**config.mk**
```make
export PLATFORM = sky130hd
export DESIGN_NAME = mmcm_drp_sequencer
export DESIGN_NICKNAME = d
export VERILOG_FILES = /design/src/rtl/mmcm_drp_sequencer.sv
export SDC_FILE = /design/constraint.sdc
export NUM_CORES = 1
export LEC_CHECK = 0
export CELL_PAD_IN_SITES_DETAIL_PLACEMENT = 0
export CELL_PAD_IN_SITES_GLOBAL_PLACEMENT = 1
export CORE_MARGIN = 2
export CORE_UTILIZATION = 40
export CTS_CLUSTER_SIZE = 25
export DETAILED_ROUTE_END_ITERATION = 16
export DONT_BUFFER_PORTS = 1
export GPL_ROUTABILITY_DRIVEN = 0
export PLACE_DENSITY = 0.75
export SYNTH_ARGS = -nofsm -noshare
export SYNTH_HDL_FRONTEND = slang
export SYNTH_SLANG_ARGS = --single-unit
```
**constraint.sdc**
```tcl
create_clock -name clk -period 2.7 [get_ports clk]
set_input_delay 0.675 -clock clk [delete_from_list [all_inputs] [get_ports clk]]
set_output_delay 0.675 -clock clk [all_outputs]
set_load 0.005 [all_outputs]
```
**src/rtl/mmcm_drp_sequencer.sv**
```systemverilog
// -----------------------------------------------------------------------------
// mmcm_drp_sequencer
//
// Applies a sequence of read-modify-write updates to the MMCME2_ADV dynamic
// reconfiguration port. The MMCM is held in reset while its registers are
// being rewritten, then released, and the sequencer waits for lock before
// reporting completion.
//
// Ports
//   clk, resetN                system clock (also DCLK), synchronous active-low reset
//   cfgValid/cfgReady          entry handshake from the host
//   cfgAddr/cfgMask/cfgData    DRP address, keep-mask (1 = keep old bit), new bits
//   cfgLast                    marks the final entry of a sequence
//   drpAddr/drpEn/drpWe/drpDi  to MMCM DADDR/DEN/DWE/DI
//   drpDo/drpRdy               from MMCM DO/DRDY
//   mmcmRst/mmcmLocked         MMCM RST out, LOCKED in
//   busy, done, error          sequence status (done is a one-cycle pulse,
//                              error is sticky until the next sequence starts)
//   isLocked                   registered LOCKED, only reported while idle
// -----------------------------------------------------------------------------
module mmcm_drp_sequencer #(
    parameter int RST_HOLD     = 8,
    parameter int DRP_TIMEOUT  = 64,
    parameter int LOCK_TIMEOUT = 65536
) (
    input  logic        clk,
    input  logic        resetN,
    input  logic        cfgValid,
    output logic        cfgReady,
    input  logic [6:0]  cfgAddr,
    input  logic [15:0] cfgMask,
    input  logic [15:0] cfgData,
    input  logic        cfgLast,
    output logic [6:0]  drpAddr,
    output logic        drpEn,
    output logic        drpWe,
    output logic [15:0] drpDi,
    input  logic [15:0] drpDo,
    input  logic        drpRdy,
    output logic        mmcmRst,
    input  logic        mmcmLocked,
    output logic        busy,
    output logic        done,
    output logic        error,
    output logic        isLocked
);

    localparam int MAX_AB = (RST_HOLD > DRP_TIMEOUT) ? RST_HOLD : DRP_TIMEOUT;
    localparam int MAX_P  = (MAX_AB > LOCK_TIMEOUT) ? MAX_AB : LOCK_TIMEOUT;
    localparam int CNT_W  = $clog2(MAX_P) + 1;

    localparam logic [CNT_W-1:0] CNT_MAX   = '1;
    localparam logic [CNT_W-1:0] HOLD_LAST = CNT_W'(RST_HOLD - 1);
    localparam logic [CNT_W-1:0] DRP_LAST  = CNT_W'(DRP_TIMEOUT - 1);
    localparam logic [CNT_W-1:0] LOCK_LAST = CNT_W'(LOCK_TIMEOUT - 1);

    localparam logic [3:0] S_IDLE      = 4'd0;
    localparam logic [3:0] S_HOLD      = 4'd1;
    localparam logic [3:0] S_READ      = 4'd2;
    localparam logic [3:0] S_WAIT_RD   = 4'd3;
    localparam logic [3:0] S_WRITE     = 4'd4;
    localparam logic [3:0] S_WAIT_WR   = 4'd5;
    localparam logic [3:0] S_NEXT      = 4'd6;
    localparam logic [3:0] S_RELEASE   = 4'd7;
    localparam logic [3:0] S_WAIT_LOCK = 4'd8;

    logic [3:0]       state_q, state_d;
    logic [CNT_W-1:0] cnt_q, cnt_d;
    logic [6:0]       addr_q, addr_d;
    logic [15:0]      mask_q, mask_d;
    logic [15:0]      data_q, data_d;
    logic             last_q, last_d;
    logic [15:0]      drp_di_q, drp_di_d;
    logic             cfg_ready_q, cfg_ready_d;
    logic             drp_en_q, drp_en_d;
    logic             drp_we_q, drp_we_d;
    logic             mmcm_rst_q, mmcm_rst_d;
    logic             busy_q, busy_d;
    logic             done_q, done_d;
    logic             error_q, error_d;
    logic             locked_q, locked_d;
    logic             is_locked_q, is_locked_d;

    logic             accept;
    logic [CNT_W-1:0] cnt_inc;

    // cfg_ready_q is itself a registered output, so a handshake is exactly
    // what the host sees: valid while the registered ready is high.
    assign accept  = cfgValid && cfg_ready_q;
    // Saturating increment: the counter never wraps back to zero.
    assign cnt_inc = (cnt_q == CNT_MAX) ? cnt_q : cnt_q + 1'b1;

    always_comb begin
        // NOTE: every signal assigned here gets a default first; a path that
        // leaves one unassigned would infer a latch.
        state_d  = state_q;
        cnt_d    = cnt_inc;
        addr_d   = addr_q;
        mask_d   = mask_q;
        data_d   = data_q;
        last_d   = last_q;
        drp_di_d = drp_di_q;
        error_d  = error_q;
        done_d   = 1'b0;

        case (state_q)
            S_IDLE: begin
                if (accept) begin
                    addr_d  = cfgAddr;
                    mask_d  = cfgMask;
                    data_d  = cfgData;
                    last_d  = cfgLast;
                    error_d = 1'b0;
                    cnt_d   = '0;
                    state_d = S_HOLD;
                end
            end
            S_HOLD: begin
                if (cnt_q == HOLD_LAST) state_d = S_READ;
            end
            S_READ: begin
                cnt_d   = '0;
                state_d = S_WAIT_RD;
            end
            S_WAIT_RD: begin
                if (drpRdy) begin
                    drp_di_d = (drpDo & mask_q) | (data_q & ~mask_q);
                    state_d  = S_WRITE;
                end else if (cnt_q == DRP_LAST) begin
                    error_d = 1'b1;
                    state_d = S_RELEASE;
                end
            end
            S_WRITE: begin
                cnt_d   = '0;
                state_d = S_WAIT_WR;
            end
            S_WAIT_WR: begin
                if (drpRdy) begin
                    state_d = last_q ? S_RELEASE : S_NEXT;
                end else if (cnt_q == DRP_LAST) begin
                    error_d = 1'b1;
                    state_d = S_RELEASE;
                end
            end
            S_NEXT: begin
                if (accept) begin
                    addr_d  = cfgAddr;
                    mask_d  = cfgMask;
                    data_d  = cfgData;
                    last_d  = cfgLast;
                    state_d = S_READ;
                end
            end
            S_RELEASE: begin
                cnt_d   = '0;
                state_d = S_WAIT_LOCK;
            end
            S_WAIT_LOCK: begin
                if (mmcmLocked) begin
                    done_d  = 1'b1;
                    state_d = S_IDLE;
                end else if (cnt_q == LOCK_LAST) begin
                    error_d = 1'b1;
                    done_d  = 1'b1;
                    state_d = S_IDLE;
                end
            end
            default: state_d = S_IDLE;
        endcase

        // Outputs are decoded from the next state so that each registered
        // output is valid in the very cycle the FSM occupies that state.
        cfg_ready_d = (state_d == S_IDLE) || (state_d == S_NEXT);
        drp_en_d    = (state_d == S_READ) || (state_d == S_WRITE);
        drp_we_d    = (state_d == S_WRITE);
        busy_d      = (state_d != S_IDLE);
        // RST stays high through RELEASE and falls on entry to WAIT_LOCK.
        mmcm_rst_d  = (state_d != S_IDLE) && (state_d != S_WAIT_LOCK);
        locked_d    = mmcmLocked;
        is_locked_d = locked_q && (state_d == S_IDLE);
    end

    always_ff @(posedge clk) begin
        // NOTE: reset is sampled on the clock edge only (synchronous), and all
        // state updates use non-blocking assignments so every flop sees the
        // pre-edge values of the others.
        if (!resetN) begin
            state_q     <= S_IDLE;
            cnt_q       <= '0;
            addr_q      <= '0;
            mask_q      <= '0;
            data_q      <= '0;
            last_q      <= 1'b0;
            drp_di_q    <= '0;
            cfg_ready_q <= 1'b0;
            drp_en_q    <= 1'b0;
            drp_we_q    <= 1'b0;
            mmcm_rst_q  <= 1'b0;
            busy_q      <= 1'b0;
            done_q      <= 1'b0;
            error_q     <= 1'b0;
            locked_q    <= 1'b0;
            is_locked_q <= 1'b0;
        end else begin
            state_q     <= state_d;
            cnt_q       <= cnt_d;
            addr_q      <= addr_d;
            mask_q      <= mask_d;
            data_q      <= data_d;
            last_q      <= last_d;
            drp_di_q    <= drp_di_d;
            cfg_ready_q <= cfg_ready_d;
            drp_en_q    <= drp_en_d;
            drp_we_q    <= drp_we_d;
            mmcm_rst_q  <= mmcm_rst_d;
            busy_q      <= busy_d;
            done_q      <= done_d;
            error_q     <= error_d;
            locked_q    <= locked_d;
            is_locked_q <= is_locked_d;
        end
    end

    assign cfgReady = cfg_ready_q;
    assign drpAddr  = addr_q;
    assign drpEn    = drp_en_q;
    assign drpWe    = drp_we_q;
    assign drpDi    = drp_di_q;
    assign mmcmRst  = mmcm_rst_q;
    assign busy     = busy_q;
    assign done     = done_q;
    assign error    = error_q;
    assign isLocked = is_locked_q;

endmodule
```
==> metrics.csv <==
metric,value,unit
status,"complete, no violations",
p_switching,0.6017,mW
cp_slowest_stage_delay,0.59,ns
startpoint_type,register,
yosysWarningCount,0,
ir_worst_vdd,0.2386,mV
netlist_instances,434,
r2r_cells,5,
design.die.area,10150,sq um
clock-sinks,86,
cts_buffer_depth,2,
synth.avg_cell_area,8.629,sq um
crit_path_end_kind,register,
finalSetupViolCount,0,
cp.required,2.99,ns
ant_nets,0,
power.internal,1.727,mW
drv_cap,0,
hold_buffers,0,
grt_pass1_vias,2794,
synth_fp_nets,496,
seq_area,1722,sq um
final_nets,487,
yosysTopAreaCell,dfxtp_1,
dpl_cell_area,3837,sq um
power.share.clock,35.1,%
drt_iter0_drc,98,
core-area,9153,sq um
groute.usage.overall,16.99,%
hold_path_end,locked_q$_SDFF_PN0_,
synth_edf_count,0,
p_sw_share,25.84,%
grt_pass1_wl,13660,microns
whs_path_depth,1,
fillCellCount,912,
worst_slew_pin_slew,0.7161,ns
ff2ff_setup_slack,0.62,ns
hp-start,mmcmLocked,
via_per_inst,5.368,
ys_seq_elements,86,
stdcell_area,4011,sq um
synthTopCellsByArea,"dfxtp_1, nand2_1, a21boi_0, mux2i_1, o211a_1",
fin_skew,0.01411,ns
overflow,0,
finalCriticalPeriod,2.079,ns
clkLatencyLatePin,0.35,ns
dp_hpwl,5580,microns
slew_viol_final,0,
multi_input_area,1909,sq um
seqPwrFrac,58.0,%
place_inst,525,
synth.distinct_cells,54,
cts_setup_buffers,0,
p_leak,1.498,nW
io_buffers,0,
vias,2904,
htreeDepth,3,
cts-root-buf,clkbuf_8,
fin_crit_sh,76.99,%
cts_tree,done,
cp_max_fo,7,
drt_pass1_iterations,4,
max_freq,0.4811,GHz
power_density,580.5,nW/um^2
synth_top_area_share,45.97,%
p_total,2.329,mW
ys_async_sr_fraction,0,%
crit_path_top_delay_cell,or4_4,
fp-row-count,35,
die_w,100.8,microns
final-instance-count-excl-fill,541,
relSlewSlack,51.82,%
pin_count,92,
criticalPathCategory,register to register,
synth.cell_area,3745,sq um
routedWlPerCell,15.02,microns
drc,0,
synth_flop_cell,dfxtp_1,
layout-area-overhead-vs-synth,7.117,%
cts-buffers-inserted,9,
rr_endpoint,cfgReady$_SDFF_PN0_,
clkTransAtPathRegs,0.09,ns
worstPathArrival,2.37,ns
wl,8128,microns
synth_seq_area_share,45.97,%
start_util,40.92,%
p_comb_share,6.9,%
rsz0062_at_grt,false,
antenna_found_initial,0,
min_path_type,primary input to register,
rr_startpoint,cnt_q[3]$_SDFF_PN0_,
antenna_cells,0,
finalHoldViolCount,0,
tns,0,ns
cts-resized-gates,0,
crit_chain,nand3_2 > or4_4 > a21oi_2 > or4b_1 > a21oi_1,
grt_start_max_net_pins,69,
dieHeight,100.8,microns
layout-drive-gt1-share,7.907,%
==> synthesized netlist by cell type, drive strengths merged (2+ instances only) <==
library cell,n
or4b,2
and4,2
or4,2
nor3,10
o21a,3
nand2,110
nand3,7
a21boi,41
a211oi,6
or3,3
mux2i,16
inv,6
o41ai,2
dfxtp,86
o211a,16
clkbuf,22
and3b,2
nor3b,4
o21ai,5
a21oi,12
nor4b,2
nor2,27
nand4,3
and2,4
nor4,7
buf,4
xnor2,12
a21o,2
==> logic make-up (layout without fill, tap and decap cells) <==
| logic type | count (synthesis) | in the layout | synth area share, % |
|---|---|---|---|
| buffers and inverters | 32 | 28 | 3.341 |
| adder cells (fa/ha/maj) | 1 | 1 | 0.3341 |
| AO/OA/AOI/OAI | 95 | 95 | 19.51 |
| multiplexers | 16 | 16 | 4.277 |
| flip-flops | 86 | 86 | 45.97 |
| XOR/XNOR | 13 | 13 | 3.040 |
| AND/OR/NAND/NOR | 191 | 191 | 23.52 |
==> cells in the final DEF (no fill, tap or decap), types with 3 or more instances in the layout <==
cell type,count
mux2i_1,16
nand4_1,3
inv_1,6
xnor2_1,12
clkbuf_8,9
buf_4,6
nand3_1,6
and2_1,4
nor3_1,9
nor2_1,27
dfxtp_1,86
a21boi_0,41
a21oi_1,11
a211oi_1,6
o21a_1,3
nor3b_1,4
nand2_1,110
o21ai_0,5
nor4_1,6
o211a_1,16
==> worst max-delay path: cells and delay by family (launching register included) <==
kind / cells / cell delay, ns
simple gates: 3 / 1.22
flops: 1 / 0.47
compound gates: 2 / 0.32
==> through the flow <==
stage	util (%)	worst slack [ns]	hold WS, ns
6_report	43.83	0.6212	0.4330
5_1_grt	43.83	0.4554	0.4121
4_1_cts	43.83	0.6109	0.4143
3_5_place_dp	41.93	0.5471	0.4377
3_3_place_gp	41.93	0.5663	0.4207
2_1_floorplan	-	0.7199	0.3997
==> state kept, by name, indices dropped and copies added (netlist names) <==
signal    cells
cnt_q        17
data_q       16
drpDi        16
mask_q       16
drpAddr       7
state_q       4
busy          1
cfgReady      1
done          1
drpEn         1
drpWe         1
error         1
isLocked      1
last_q        1
locked_q      1
mmcmRst       1
==> worst max path at each step <==
stage | from | end | cells past startpoint
5_1_grt | cnt_q[0]$_SDFF_PN0_ | drpEn$_SDFF_PN0_ | 6
3_3_place_gp | cfgValid | busy$_SDFF_PN0_ | 5
4_1_cts | cnt_q[3]$_SDFF_PN0_ | cfgReady$_SDFF_PN0_ | 5
2_1_floorplan | cfgValid | mmcmRst$_SDFF_PN0_ | 5
6_report | cnt_q[3]$_SDFF_PN0_ | cfgReady$_SDFF_PN0_ | 5
3_5_place_dp | cfgValid | busy$_SDFF_PN0_ | 5
==> layer usage <==
metal | share of wire, % | track usage, %
met2 | 45 | 26.31
met1 | 46 | 21.35
met4 | 2.1 | 7.376
met5 | 0 | 0
met3 | 6.9 | 6.033
==> power groups by stage <==
stage                     Combinational, mW  Sequential, mW  Clock (mW)
after floorplan                       0.142            1.37           0
after global placement                0.160            1.38           0
after detailed placement              0.163            1.38           0
after CTS                             0.163            1.35       0.855
after global routing                  0.185            1.36       0.907
final                                 0.160            1.35       0.818
==> area by class of cell <==
type / instances / share of cell area [%]
clock buffers: 10 / 3.182
clock inverters: 6 / 1.154
inverters: 6 / 0.5614
multi-input cells: 316 / 47.60
flip-flops and latches: 86 / 42.92
well taps: 111 / 3.462
repair buffers: 6 / 1.123
Note: power is estimated with default switching activity, not from simulation.
